### src/rtl/vx_warp_ibuffer_pkg.sv
// Shared payload type and slice sizing for the per-warp instruction buffer.
package vx_warp_ibuffer_pkg;

    localparam int unsigned PER_ISSUE_WARPS = 4;
    localparam int unsigned ISSUE_WIS_W     = (PER_ISSUE_WARPS > 1) ? $clog2(PER_ISSUE_WARPS) : 1;
    localparam int unsigned PERF_CTR_BITS   = 16;

    typedef struct packed {
        logic [31:0] pc;
        logic [7:0]  op_type;
        logic [4:0]  rd;
        logic        wb;
    } ibuffer_t;

endpackage

### src/rtl/vx_ibuf_fifo.sv
// Single-warp instruction FIFO; the caller must never push while full.
module vx_ibuf_fifo #(
    parameter int unsigned DEPTH = 4,
    parameter int unsigned DATAW = 8,
    localparam int unsigned PTR_W = $clog2(DEPTH),
    localparam int unsigned CNT_W = PTR_W + 1
) (
    input  logic             clk,
    input  logic             reset,
    input  logic             push,
    input  logic             pop,
    input  logic [DATAW-1:0] data_in,
    output logic [DATAW-1:0] data_out,
    output logic [CNT_W-1:0] count,
    output logic             full,
    output logic             empty
);

    logic [DATAW-1:0] mem_q [DEPTH];
    logic [PTR_W-1:0] wptr_q;
    logic [PTR_W-1:0] rptr_q;
    logic [CNT_W-1:0] count_q;
    logic [CNT_W-1:0] count_d;

    always_comb begin
        count_d = count_q;
        if (push && !pop) begin
            count_d = count_q + 1'b1;
        end else if (!push && pop) begin
            count_d = count_q - 1'b1;
        end
    end

    always_ff @(posedge clk or negedge reset) begin
        if (!reset) begin
            wptr_q  <= '0;
            rptr_q  <= '0;
            count_q <= '0;
        end else begin
            if (push) begin
                wptr_q <= wptr_q + 1'b1;
            end
            if (pop) begin
                rptr_q <= rptr_q + 1'b1;
            end
            count_q <= count_d;
        end
    end

    // Storage is deliberately left out of reset.
    always_ff @(posedge clk) begin
        if (push) begin
            mem_q[wptr_q] <= data_in;
        end
    end

    assign data_out = mem_q[rptr_q];
    assign count    = count_q;
    assign full     = (count_q == CNT_W'(DEPTH));
    assign empty    = (count_q == '0);

endmodule

### src/rtl/vx_warp_ibuffer.sv
// Per-issue-slice instruction buffer: steers decoded instructions into per-warp FIFOs.
// Optional stall counter output enabled by defining IBUF_PERF_EN.
module vx_warp_ibuffer #(
    parameter int unsigned PER_ISSUE_WARPS = vx_warp_ibuffer_pkg::PER_ISSUE_WARPS,
    parameter int unsigned IBUF_SIZE       = 4,
    parameter int unsigned DATAW           = $bits(vx_warp_ibuffer_pkg::ibuffer_t)
) (
    input  logic                                        clk,
    input  logic                                        reset,
    input  logic                                        decode_valid,
    input  logic [vx_warp_ibuffer_pkg::ISSUE_WIS_W-1:0] decode_wis,
    input  logic [DATAW-1:0]                            decode_data,
    output logic                                        decode_ready,
    output logic [PER_ISSUE_WARPS-1:0]                  ibuf_valid,
    output logic [PER_ISSUE_WARPS-1:0][DATAW-1:0]       ibuf_data,
    input  logic [PER_ISSUE_WARPS-1:0]                  ibuf_ready,
    output logic [PER_ISSUE_WARPS-1:0]                  ibuf_pop,
`ifdef IBUF_PERF_EN
    output logic [vx_warp_ibuffer_pkg::PERF_CTR_BITS-1:0] perf_ibuf_stalls,
`endif
    output logic [PER_ISSUE_WARPS-1:0]                  ibuf_empty
);

    import vx_warp_ibuffer_pkg::*;

    localparam int unsigned CNT_W = $clog2(IBUF_SIZE) + 1;

    logic [PER_ISSUE_WARPS-1:0] push;
    logic [PER_ISSUE_WARPS-1:0] pop;
    logic [PER_ISSUE_WARPS-1:0] full;
    logic [PER_ISSUE_WARPS-1:0] pop_q;
    logic [CNT_W-1:0]           count [PER_ISSUE_WARPS];

    // Out-of-range indices match no warp, so ready stays low for them.
    always_comb begin
        decode_ready = 1'b0;
        for (int unsigned w = 0; w < PER_ISSUE_WARPS; w++) begin
            if (decode_wis == ISSUE_WIS_W'(w)) begin
                decode_ready = ~full[w];
            end
        end
    end

    for (genvar w = 0; w < PER_ISSUE_WARPS; w++) begin : g_warp
        assign push[w]       = decode_valid && decode_ready && (decode_wis == ISSUE_WIS_W'(w));
        assign pop[w]        = ibuf_valid[w] && ibuf_ready[w];
        assign ibuf_valid[w] = (count[w] != '0);

        vx_ibuf_fifo #(
            .DEPTH (IBUF_SIZE),
            .DATAW (DATAW)
        ) u_fifo (
            .clk      (clk),
            .reset    (reset),
            .push     (push[w]),
            .pop      (pop[w]),
            .data_in  (decode_data),
            .data_out (ibuf_data[w]),
            .count    (count[w]),
            .full     (full[w]),
            .empty    (ibuf_empty[w])
        );
    end

    always_ff @(posedge clk or negedge reset) begin
        if (!reset) begin
            pop_q <= '0;
        end else begin
            pop_q <= pop;
        end
    end

    assign ibuf_pop = pop_q;

`ifdef IBUF_PERF_EN
    logic [PERF_CTR_BITS-1:0] stalls_q;

    always_ff @(posedge clk or negedge reset) begin
        if (!reset) begin
            stalls_q <= '0;
        end else if (decode_valid && !decode_ready) begin
            stalls_q <= stalls_q + 1'b1;
        end
    end

    assign perf_ibuf_stalls = stalls_q;
`endif

`ifndef SYNTHESIS
    always @(posedge clk) begin
        if (reset && decode_valid) begin
            assert (32'(decode_wis) < PER_ISSUE_WARPS)
            else $error("vx_warp_ibuffer: decode_wis %0d out of range", decode_wis);
        end
    end
`endif

endmodule
### config.mk
export PLATFORM = sky130hd
export DESIGN_NAME = vx_warp_ibuffer
export DESIGN_NICKNAME = d
export VERILOG_FILES = /design/src/rtl/vx_warp_ibuffer_pkg.sv /design/src/rtl/vx_ibuf_fifo.sv /design/src/rtl/vx_warp_ibuffer.sv
export SDC_FILE = /design/constraint.sdc
export NUM_CORES = 1
export LEC_CHECK = 0
export CAP_MARGIN = 20
export CORE_UTILIZATION = 50
export CTS_BUF_LIST = sky130_fd_sc_hd__clkbuf_4 sky130_fd_sc_hd__clkbuf_8
export CTS_CLUSTER_SIZE = 12
export DETAILED_ROUTE_END_ITERATION = 10
export HOLD_SLACK_MARGIN = 0.02
export PLACE_DENSITY_LB_ADDON = 0.08
export RECOVER_POWER = 25
export SLEW_MARGIN = 10
export SYNTH_ARGS = -nofsm -noshare
export SYNTH_HDL_FRONTEND = slang
export SYNTH_HIERARCHICAL = 1
export SYNTH_SLANG_ARGS = --single-unit
### constraint.sdc
create_clock -name clk -period 8.2 [get_ports clk]
set_clock_uncertainty 0.15 [all_clocks]
set_input_delay 1.64 -clock clk [delete_from_list [all_inputs] [get_ports clk]]
set_output_delay 1.64 -clock clk [all_outputs]
set_load 0.02 [all_outputs]
# Word level (Yosys, flattened, before mapping)
# Memories as Yosys holds them, arrays and structs flattened.
# Index checks and enable logic that the tools add are counted.
# Widths: inputs -> output; s select.
# totals
memories	4
ram_bits	736
input_bits	55
ff_bits	32
# classes
n_bitwise	4
reduce_logical	38
addsub	16
muxes	20
n_eq_ne	7
# mem_list
memory	words	width	read_ports	rd_ports_with_merged_regs	wr	line_no	source
g_warp[0].u_fifo.mem_q	4	46	1	0	1	vx_ibuf_fifo.sv:19	logic [DATAW-1:0] mem_q [DEPTH];
g_warp[1].u_fifo.mem_q	4	46	1	0	1	vx_ibuf_fifo.sv:19	
g_warp[2].u_fifo.mem_q	4	46	1	0	1	vx_ibuf_fifo.sv:19	
g_warp[3].u_fifo.mem_q	4	46	1	0	1	vx_ibuf_fifo.sv:19	
# op_table
cell	n
$mux 3	8
$logic_and 1x1->1	17
$add 2x1->2 const B	8
$add 3x1->3 const B	4
$eq 3x3->1 const B	4
$logic_not 3->1	4
$mux 1	12
$reduce_bool 3->1	4
$sub 3x1->3 const B	4
$logic_not 1->1	8
$reduce_bool 2->1	4
$eq 2x2->1 const B	2
$not 1->1	4
$eq 2x1->1 const B	1
$logic_not 2->1	1

# Logic depth before layout (Yosys ltp)
# logic_depth
ltp_word	12
ltp_mapped	9

# By module
# Netlist, hierarchy kept.
# modules_own_cells
module	seq_area_each_um2	instances	cells_per_inst	area_each_um2
vx_ibuf_fifo	5700.5	4	274	7024.2
vx_warp_ibuffer	100.1	1	19	211.5

# Least setup slack after synthesis
# Ideal clock, no wire load.
# synth_path
kind	input-to-reg
from	input decode_wis[1] (netlist name)
to	memory g_warp[0].u_fifo/mem_q[0][0] (netlist name), enable pin
setup_ps	408
path_buffers	0
t_arrival_ps	3597
path_slack_ps	4045
path_stages	2
path_cell_list	nor4b_1 and2_1
# synth_between
elab_chain_cells	9
word_cells_on_any_way	12
# synth_lines
item	line_no	source
from (decl)	vx_warp_ibuffer.sv:11	input logic [vx_warp_ibuffer_pkg::ISSUE_WIS_W-1:0] decode_wis,
$logic_not 2->1	vx_warp_ibuffer.sv:38, vx_warp_ibuffer.sv:45	
$mux 1 (4 in series)	vx_warp_ibuffer.sv:38	if (decode_wis == ISSUE_WIS_W'(w)) begin
$logic_and 1x1->1	vx_warp_ibuffer.sv:45	assign push[w] = decode_valid && decode_ready && (decode_wis == ISSUE_WIS_W'(w));
$logic_and 1x1->1 (*)	vx_warp_ibuffer.sv:45	
$mux 1 (*)	vx_ibuf_fifo.sv:52	if (push) begin
$mux 1 (not written as such) (*)	vx_ibuf_fifo.sv:53	mem_q[wptr_q] <= data_in;
to (decl)	vx_ibuf_fifo.sv:19	
# Every way passes the cells marked *; elsewhere a longest branch is shown, timed or not.

==> flow_summary_export.csv <==
group,metric,value,unit
route,antenna_left,0,
timing,tightestPinTransition,1.84,ns
timing,post-route-period-util,0.630,
worst_setup_path,cp_max_fo,32,
place,port_buffers,251,
global_route,grt-ovfl-total,0,
timing,slew_headroom,-0.226,
yosys,yosysUniqueCellTypes,22,
power,power_density,344,nW/um^2
route,first_pass_iters,5,
timing,setup_viol,0,
worst_hold_path,min_delay_path_depth,1,
final_layout,n_fill_cell,3977,
floorplan,num_rows,86,
timing,rsz0062_at_grt,"no",
yosys,async_reset_ff_frac,0.0417,
floorplan,io_pins,252,
final_layout,layout.area.seq,22900,sq um
floorplan,die_area,57600,sq um
final_layout,layout.nets,1554,
route,drc,0,
timing,finalHoldViolCount,0,
route,routed_wl,61000,um
worst_setup_path,required,6.41,ns
place,gp_congestion,0.711,
clock_network,cts.sinks,768,
yosys,synth_area,28300,sq um
yosys,ys_seq_elements,768,
route,drt_iter0_drc,877,
worst_setup_path,critPathArrivalTime,3.38,ns
clock_network,clk_latency,0.71,ns
yosys,avgSynthCellArea,25.4,sq um
power,vdd_ir_drop_max,0.229,mV
timing,setup_tns,0,ns
clock_network,clkSlewWorstSetupHoldPaths,0.06,ns
global_route,grtUsageTotal,0.219,
worst_setup_path,r2r_cells,4,
worst_setup_path,worstSetupPathType,"flip-flop to primary output",
floorplan,start_util,0.510,
timing,clock.fmax,193,MHz
place,dp_hpwl,34700,um
yosys,synth_flop_cell,"edfxtp_1",
global_route,grt_max_degree,49,
route,post_drt_wl_per_cell,26.2,um
clock_network,clockRootBuffer,"clkbuf_8",
final_layout,multi_input_area,5070,sq um
worst_setup_path,regToRegSetupSlack,5.04,ns
yosys,synth_edf_count,736,
clock_network,cts_buffers,120,
place,placed_area,31700,sq um
clock_network,ctsHtreeMaxLevel,3,
final_layout,final_cell_mix,"edfxtp_1, clkdlybuf4s50_1, mux4_2, clkbuf_8, clkbuf_4",
yosys,synth_nets,1194,
yosys,synth_top_cell_by_area,"edfxtp_1",
clock_network,cts-resized-gates,0,
floorplan,coreArea,55500,sq um
yosys,synth.area.top_cells,"edfxtp_1, mux4_2, dfrtp_1",
yosys,synth_top_cell_area_share,0.781,
global_route,antenna_found_initial,1,
floorplan,die_h,240,um
power,leakage,11.0,nW
timing,period_needed,5.17,ns
worst_setup_path,cp-end-kind,"primary output",
timing,finalMaxSlewViolations,33,
route,num_vias,12885,
final_layout,final_layout_size_suffix_gt1_frac,0.274,
yosys,synth_cells,1115,
power,power.total,11.7,mW
clock_network,clockBufferDepth,3,
outcome,outcome,"finished with violations",
final_layout,area_growth_syn_to_layout,20.3,%
yosys,synth.yosys.seq_area_share,0.809,
clock_network,ctsHoldBuffers,0,
run,maxCapViolations,1,
final_layout,postLayoutCellArea,34100,sq um
clock_network,tritoncts,"built",
global_route,grt_pass1_vias,13513,
yosys,ys_warn_count,6,
worst_hold_path,hp-class,"flip-flop to flip-flop",
clock_network,post-cts-setup-buffers,0,
worst_setup_path,start_kind,"flip-flop",
global_route,grt_pass1_wl,89000,um
route,vias_per_cell,5.54,
outcome,violations,"capacitance limit, slew limit",
final_layout,layout_commonest_cell,"edfxtp_1",
floorplan,dieWidth,240,um
[flip-flops by register name (all words and copies together), names as in the netlist]
| register | cells |
|---|---|
| g_warp.u_fifo/count | 12 |
| g_warp.u_fifo/mem_q | 736 |
| g_warp.u_fifo/rptr_q | 8 |
| g_warp.u_fifo/wptr_q | 8 |
| ibuf_pop | 4 |
[path summary, 6_finish.rpt]
kind,start,to
worst max-delay path,g_warp[0].u_fifo/rptr_q[0]$_DFFE_PN0P_,ibuf_data[1]
worst min-delay path,g_warp[2].u_fifo/count[2]$_DFFE_PN0P_,g_warp[2].u_fifo/count[2]$_DFFE_PN0P_
worst max register to register,g_warp[3].u_fifo/count[2]$_DFFE_PN0P_,g_warp[3].u_fifo/mem_q[0][20]$_DFFE_PP_
worst min register to register,g_warp[2].u_fifo/count[2]$_DFFE_PN0P_,g_warp[2].u_fifo/count[2]$_DFFE_PN0P_
max in group asynchronous,reset,g_warp[2].u_fifo/rptr_q[0]$_DFFE_PN0P_
min in group asynchronous,reset,ibuf_pop[2]$_DFF_PN0_
[cells in the mapped netlist (5+ instances only)]
master	number
nor3_1	5
nand2_1	9
inv_1	17
edfxtp_1	736
ha_1	20
xor2_1	16
xnor2_1	8
buf_2	16
nor3b_1	5
buf_4	8
mux4_2	185
buf_6	12
dfrtp_1	32
and2_1	20
[power breakdown]
part / switching (mW) / total, mW / internal, mW
combinational: 1.91 / 3.74 / 1.83
sequential: 0.304 / 4.90 / 4.60
clock: 1.42 / 3.07 / 1.66
total: 3.63 / 11.7 / 8.09
[critical path: stages (launching register included)]
cell and delay, ns:
dfrtp_4 0.65, buf_4 0.72, mux4_2 0.69, clkdlybuf4s50_1 0.57
[cell families after synthesis]
| family | share of synthesized area |
|---|---|
| AOI/OAI and AO/OA | 0.000707 |
| xor gates and xnor gates | 0.00743 |
| adders and majority gates | 0.0117 |
| buffers and inverters | 0.0125 |
| DFF | 0.809 |
| muxes | 0.149 |
| and+or+nand+nor | 0.00990 |
[layout make-up]
| cell class | count | area share |
|---|---|---|
| Antenna cell | 2 | 0.000147 |
| Clock buffer | 183 | 0.0629 |
| Clock inverter | 40 | 0.00551 |
| Inverter | 17 | 0.00187 |
| Multi-Input combinational cell | 290 | 0.149 |
| Sequential cell | 768 | 0.673 |
| Tap cell | 748 | 0.0275 |
| Timing Repair Buffer | 278 | 0.0802 |
[routing by layer]
metal | GRT usage | share of wire | up-vias
met2 | 0.344 | 0.49 | 362
met1 | 0.311 | 0.44 | 6995
met5 | 0 | 0 | -
li1 | - | - | 5458
met3 | 0.0471 | 0.055 | 70
met4 | 0.0687 | 0.017 | 0
[through the flow]
| step | setup slack (ns) | std cells | util | hold slack [ns] |
|---|---|---|---|---|
| 2_1_floorplan | 4.04 | 1115 | - | 0.319 |
| 3_3_place_gp | 3.04 | 2100 | 0.571 | 0.336 |
| 3_5_place_dp | 3.04 | 2100 | 0.571 | 0.345 |
| 4_1_cts | 2.91 | 2323 | 0.613 | 0.356 |
| 5_1_grt | 2.84 | 2326 | 0.613 | 0.397 |
| 6_report | 3.03 | 2326 | 0.613 | 0.354 |
Power figures use the tool's default switching activity.
